--- config.mk ---
export PLATFORM = sky130hd
export DESIGN_NAME = byte_unstriping
export DESIGN_NICKNAME = d
export VERILOG_FILES = /design/src/rtl/byte_striping_pkg.sv /design/src/rtl/unstriping_lane_mux.sv /design/src/rtl/byte_unstriping.sv
export SDC_FILE = /design/constraint.sdc
export NUM_CORES = 1
export LEC_CHECK = 0
export BUFFER_PORTS_ARGS = -buffer_cell sky130_fd_sc_hd__buf_2
export CAP_MARGIN = 20
export CORE_AREA = 2 2 79 81
export CTS_CLUSTER_DIAMETER = 30
export DETAILED_ROUTE_END_ITERATION = 10
export DIE_AREA = 0 0 81 83
export HOLD_SLACK_MARGIN = 0.05
export PLACE_DENSITY = 0.72
export SYNTH_ARGS = -nofsm -noshare
export SYNTH_HDL_FRONTEND = slang
export SYNTH_SLANG_ARGS = --single-unit
export TNS_END_PERCENT = 30
--- constraint.sdc ---
create_clock -name byteUnstripingCLK -period 5.61 [get_ports byteUnstripingCLK]
set_input_delay 0.8415 -clock byteUnstripingCLK [delete_from_list [all_inputs] [get_ports byteUnstripingCLK]]
set_output_delay 0.8415 -clock byteUnstripingCLK [all_outputs]
set_load 0.05 [all_outputs]
--- src/rtl/byte_striping_pkg.sv ---
// ----------------------------------------------------------------------------
// byte_striping_pkg
// Shared definitions for the byte (un)striping blocks:
//   - state_t      : unstriper FSM state encoding (IDLE / SHIFT)
//   - LANES_*      : activeLanes codes (2'b11 behaves like LANES_4)
//   - last_index() : index of the last lane emitted for a given lane code
// ----------------------------------------------------------------------------
package byte_striping_pkg;

    typedef enum logic {
        ST_IDLE  = 1'b0,
        ST_SHIFT = 1'b1
    } state_t;

    localparam logic [1:0] LANES_1 = 2'b00;
    localparam logic [1:0] LANES_2 = 2'b01;
    localparam logic [1:0] LANES_4 = 2'b10;

    // Code 2'b11 falls into the default arm so it is treated as four lanes.
    function automatic logic [1:0] last_index(input logic [1:0] lanes);
        logic [1:0] idx;
        case (lanes)
            LANES_1: idx = 2'd0;
            LANES_2: idx = 2'd1;
            LANES_4: idx = 2'd3;
            default: idx = 2'd3;
        endcase
        return idx;
    endfunction

endpackage

--- src/rtl/unstriping_lane_mux.sv ---
// ----------------------------------------------------------------------------
// unstriping_lane_mux
// Combinational 4:1 selector of one DATA_W-wide lane.
//   lane0..lane3 : candidate lanes
//   sel          : 2-bit lane index
//   lane_out     : selected lane
// ----------------------------------------------------------------------------
module unstriping_lane_mux #(
    parameter int DATA_W = 8
) (
    input  logic [DATA_W-1:0] lane0,
    input  logic [DATA_W-1:0] lane1,
    input  logic [DATA_W-1:0] lane2,
    input  logic [DATA_W-1:0] lane3,
    input  logic [1:0]        sel,
    output logic [DATA_W-1:0] lane_out
);

    // Lane selection by index.
    always_comb begin
        lane_out = lane0;
        case (sel)
            2'd0:    lane_out = lane0;
            2'd1:    lane_out = lane1;
            2'd2:    lane_out = lane2;
            2'd3:    lane_out = lane3;
            default: lane_out = lane0;
        endcase
    end

endmodule

--- src/rtl/byte_unstriping.sv ---
// ----------------------------------------------------------------------------
// byte_unstriping
// Captures a word striped across 1, 2 or 4 lanes and replays it as a byte
// stream, lane 0 first, one lane per clock. Back-to-back words stream with
// no idle gap.
//   byteUnstripingCLK  : clock, rising edge
//   byteUnstripingRST  : asynchronous active-low reset
//   stripedLane0..3    : lane inputs (lane 0 emitted first)
//   stripedVLD         : lanes carry a valid word
//   activeLanes        : 00=1 lane, 01=2 lanes, 1x=4 lanes (sampled at capture)
//   stripedRDY         : word accepted this cycle when stripedVLD is high
//   byteUnstripingOUT  : reassembled byte, held while idle
//   byteUnstripingVLD  : byteUnstripingOUT valid
//   byteUnstripingCNT  : number of captured words, wraps at 16 bits
// ----------------------------------------------------------------------------
module byte_unstriping
    import byte_striping_pkg::*;
#(
    parameter int DATA_W = 8
) (
    input  logic              byteUnstripingCLK,
    input  logic              byteUnstripingRST,
    input  logic [DATA_W-1:0] stripedLane0,
    input  logic [DATA_W-1:0] stripedLane1,
    input  logic [DATA_W-1:0] stripedLane2,
    input  logic [DATA_W-1:0] stripedLane3,
    input  logic              stripedVLD,
    input  logic [1:0]        activeLanes,
    output logic              stripedRDY,
    output logic [DATA_W-1:0] byteUnstripingOUT,
    output logic              byteUnstripingVLD,
    output logic [15:0]       byteUnstripingCNT
);

    state_t                  state_r;
    logic [1:0]              idx_r;
    logic [3:0][DATA_W-1:0]  hold_lane_r;
    logic [1:0]              hold_lanes_r;
    logic [DATA_W-1:0]       out_r;
    logic                    vld_r;
    logic [15:0]             cnt_r;

    logic [1:0]              last_idx_s;
    logic [1:0]              next_idx_s;
    logic                    rdy_s;
    logic                    capture_s;
    logic [DATA_W-1:0]       next_byte_s;

    // Handshake: ready when idle or when the last lane of the held word is on
    // the output; forced low while reset is asserted.
    always_comb begin
        last_idx_s = last_index(hold_lanes_r);
        next_idx_s = idx_r + 2'd1;
        if (!byteUnstripingRST) begin
            rdy_s = 1'b0;
        end else if (state_r == ST_IDLE) begin
            rdy_s = 1'b1;
        end else if (idx_r == last_idx_s) begin
            rdy_s = 1'b1;
        end else begin
            rdy_s = 1'b0;
        end
        capture_s = stripedVLD & rdy_s;
    end

    unstriping_lane_mux #(
        .DATA_W (DATA_W)
    ) u_lane_mux (
        .lane0    (hold_lane_r[0]),
        .lane1    (hold_lane_r[1]),
        .lane2    (hold_lane_r[2]),
        .lane3    (hold_lane_r[3]),
        .sel      (next_idx_s),
        .lane_out (next_byte_s)
    );

    // FSM with registered byte/valid/count outputs. Lane 0 of a new word is
    // taken straight from the inputs so it appears one cycle after capture.
    always_ff @(posedge byteUnstripingCLK or negedge byteUnstripingRST) begin
        if (!byteUnstripingRST) begin
            state_r      <= ST_IDLE;
            idx_r        <= 2'd0;
            hold_lane_r  <= '0;
            hold_lanes_r <= 2'b00;
            out_r        <= '0;
            vld_r        <= 1'b0;
            cnt_r        <= 16'd0;
        end else if (capture_s) begin
            hold_lane_r  <= {stripedLane3, stripedLane2, stripedLane1, stripedLane0};
            hold_lanes_r <= activeLanes;
            state_r      <= ST_SHIFT;
            idx_r        <= 2'd0;
            out_r        <= stripedLane0;
            vld_r        <= 1'b1;
            cnt_r        <= cnt_r + 16'd1;
        end else begin
            case (state_r)
                ST_IDLE: begin
                    vld_r <= 1'b0;
                end
                ST_SHIFT: begin
                    if (idx_r == last_idx_s) begin
                        state_r <= ST_IDLE;
                        vld_r   <= 1'b0;
                    end else begin
                        idx_r   <= next_idx_s;
                        out_r   <= next_byte_s;
                        vld_r   <= 1'b1;
                    end
                end
                default: begin
                    state_r <= ST_IDLE;
                    vld_r   <= 1'b0;
                end
            endcase
        end
    end

    assign stripedRDY        = rdy_s;
    assign byteUnstripingOUT = out_r;
    assign byteUnstripingVLD = vld_r;
    assign byteUnstripingCNT = cnt_r;

endmodule
==> flow_summary.json <==
{
  "fin_crit_ps": 2860,
  "cts.repair.resized": 0,
  "avgSynthCellArea_um2": 11.4,
  "placed_cell_area_um2": 3160,
  "final-seq-area_um2": 1530,
  "power_frac_comb_pct": 43.0,
  "worstPathRequired_ps": 4770,
  "synth_area_leaders": "dfrtp_1 (54%), mux2_2 (10%), xnor2_1 (4.4%)",
  "first_global_vias": 2048,
  "design_area_um2": 3340,
  "dieWidth_um": 81,
  "io_pins": 63,
  "grt_use_met3_pct": 5.65,
  "area_growth_pct": 18.5,
  "dieArea_um2": 6720,
  "wire_per_inst_um": 14.7,
  "num_rows": 28,
  "antenna_left": 0,
  "cap_violations": 0,
  "synth-seq-cells": 61,
  "cp-end-kind": "output port",
  "ir_drop_mv": 0.350,
  "clockPowerShare_pct": 18.3,
  "crit_fanout": 19,
  "slowest_stage": "o311ai_4",
  "cell_internal_pwr_mw": 1.12,
  "gr-usage-met2_pct": 27.3,
  "p_leak_nw": 1.54,
  "setup_tns_ps": 0,
  "pre_cts_slack_ps": 3090,
  "hold_slack_ps": 438,
  "setup_viol": 0,
  "synth_fa_ha_area_share_pct": 2.22,
  "synth_area_leader_cell": "dfrtp_1",
  "start_util_pct": 48.4,
  "critical_path_class": "reg2out",
  "syn_nets": 289,
  "wl_mm": 5.71,
  "worst_slack_ps": 2750,
  "core_area_um2": 5820,
  "fillCellCount": 520,
  "fp.dieH_um": 83,
  "mostFrequentLayoutCells": "buf_2 (62), dfrtp_1 (61), mux2_2 (25)",
  "switchingPower_uw": 785,
  "yosysUniqueCellTypes": 24,
  "clock_path_buffers": 2,
  "ys.warnings.count": 0,
  "numCtsBuffers": 9,
  "slowest_delay_ps": 580,
  "hold_buffers": 0,
  "power_density_nw_per_um2": 572,
  "synth_top_area_share_pct": 54.2,
  "seq_power_share_pct": 38.7,
  "min_period_over_period_pct": 51.1,
  "drt_iter0_drc": 118,
  "grt_pass1_wl_mm": 9.79,
  "outcome": "complete, no violations",
  "drive_gt1_share_pct": 33.7,
  "netSwitchingFraction_pct": 41.1,
  "cts_tree": "yes",
  "drc": 0,
  "fin_total_pwr_mw": 1.91,
  "root_buffer": "clkbuf_8",
  "slew_violations": 0,
  "arrival_ps": 2020,
  "clk-insertion-delay-late_ps": 330,
  "final_nets": 350,
  "crit_chain": "xor2_1 > o311ai_4 > and2_1 > buf_2",
  "cts-htree-levels": 3,
  "synth_top_family_by_area": "multiplexers",
  "postCtsSetupBuffers": 0,
  "gp_congestion": 0.777,
  "slew_headroom_pct": 55.6,
  "hold_path_class": "in2async",
  "multi_input_area_um2": 1150,
  "cts_num_sinks": 61,
  "hpwl_mm": 3.93,
  "grtUsageTotal_pct": 19.0,
  "antenna_found_initial": 0,
  "grt_max_degree": 46,
  "finClkSkew_ps": 6.10,
  "synth_area_um2": 2810,
  "met1_usage_pct": 26.7,
  "synth-compound-area-share_pct": 7.34,
  "rsz0062_at_grt": "no",
  "routed_via_density": 5.42,
  "synth_xor_area_share_pct": 4.98,
  "synthMuxAreaShare_pct": 13.7,
  "dr.pass1.iters": 5,
  "portBuffers": 62,
  "final_common_cell": "buf_2",
  "gr-total-overflow": 0,
  "synth-simple-area-share_pct": 12.6,
  "clk_pin_slew_ps": 60,
  "syn_inst": 247,
  "timing.fmax_mhz": 349,
  "top_usage_layer": "met2",
  "cp-start-kind": "flop",
  "tightest_slew_ps": 665,
  "vias": 2096,
  "num_antenna_cells": 0,
  "yosysSeqAreaShare_pct": 54.2,
  "hold_viol_final": 0
}
-- logic make-up after synthesis --
kind of cell,after synthesis
AO/OA/AOI/OAI,27
XOR/XNOR,16
adder cells (fa/ha/maj),5
buffers and inverters,29
flip-flops,61
multiplexers,35
AND/OR/NAND/NOR,74
-- state kept, by name, summed over array words and instances (netlist names) --
register and cells:
state_r 1, hold_lane_r 32, byteUnstripingCNT 16, idx_r 2, hold_lanes_r 2, byteUnstripingOUT 8
-- worst max-delay path, delay by kind of cell, from the launching register on --
family	cells	cell delay, ps
DFF	1	450
buffers and inverters	1	250
AOI/OAI and AO/OA	1	580
xor gates and xnor gates	1	190
and+or+nand+nor	1	210
-- area by class of cell --
cell class                 instances  area share [%]
multi-input combinational        157            34.4
sequential                        61            45.8
tap                               75            2.81
clock buffer                      14            5.18
timing repair buffer              66            10.2
clock inverter                     1           0.150
inverter                          13            1.46
-- metal layers --
layer	wire, µm	part of all wire, %
met2	2540	44
met3	342	6.0
met4	112	2.0
met5	0	0
met1	2710	48
-- metrics by stage --
| step | instances | util (%) |
|---|---|---|
| 3_3_place_gp | 372 | 54.3 |
| 2_1_floorplan | 247 | - |
| 6_report | 387 | 57.4 |
| 5_1_grt | 387 | 57.4 |
| 4_1_cts | 387 | 57.4 |
| 3_5_place_dp | 372 | 54.3 |
-- power groups by stage --
stage | clock, mW | combinational, mW | sequential, mW
floorplan | 0 | 0.485 | 0.892
detailed placement | 0 | 0.821 | 0.748
global route | 0.380 | 0.905 | 0.762
CTS | 0.356 | 0.828 | 0.740
finish | 0.349 | 0.821 | 0.739
global placement | 0 | 0.809 | 0.738
-- synthesized netlist by cell type (all sizes together) --
cell type	instances
o311ai	1
ha	5
buf	5
xnor2	14
dfrtp	61
a222oi	8
nand3	19
clkbuf	11
nand2	20
a31oi	8
and3	5
nor2	12
mux2	27
o21ai	10
xor2	2
nand4	11
mux2i	8
nor3	3
and2	3
inv	13
nor4	1
-- final timing paths --
check / from / endpoint / slack, ps / depth (start not counted)
max: idx_r[0]$_DFFE_PN0P_ / stripedRDY / 2750 / 4
max in group asynchronous: byteUnstripingRST / hold_lane_r[12]$_DFFE_PN0P_ / 4260 / 2
max reg2reg: idx_r[0]$_DFFE_PN0P_ / hold_lane_r[8]$_DFFE_PN0P_ / 3250 / 5
min in group byteUnstripingCLK: byteUnstripingCNT[15]$_DFFE_PN0P_ / byteUnstripingCNT[15]$_DFFE_PN0P_ / 470 / 1
min reg2reg: byteUnstripingCNT[15]$_DFFE_PN0P_ / byteUnstripingCNT[15]$_DFFE_PN0P_ / 470 / 1
min: byteUnstripingRST / hold_lane_r[4]$_DFFE_PN0P_ / 440 / 1
Power figures use the tool's default switching activity.
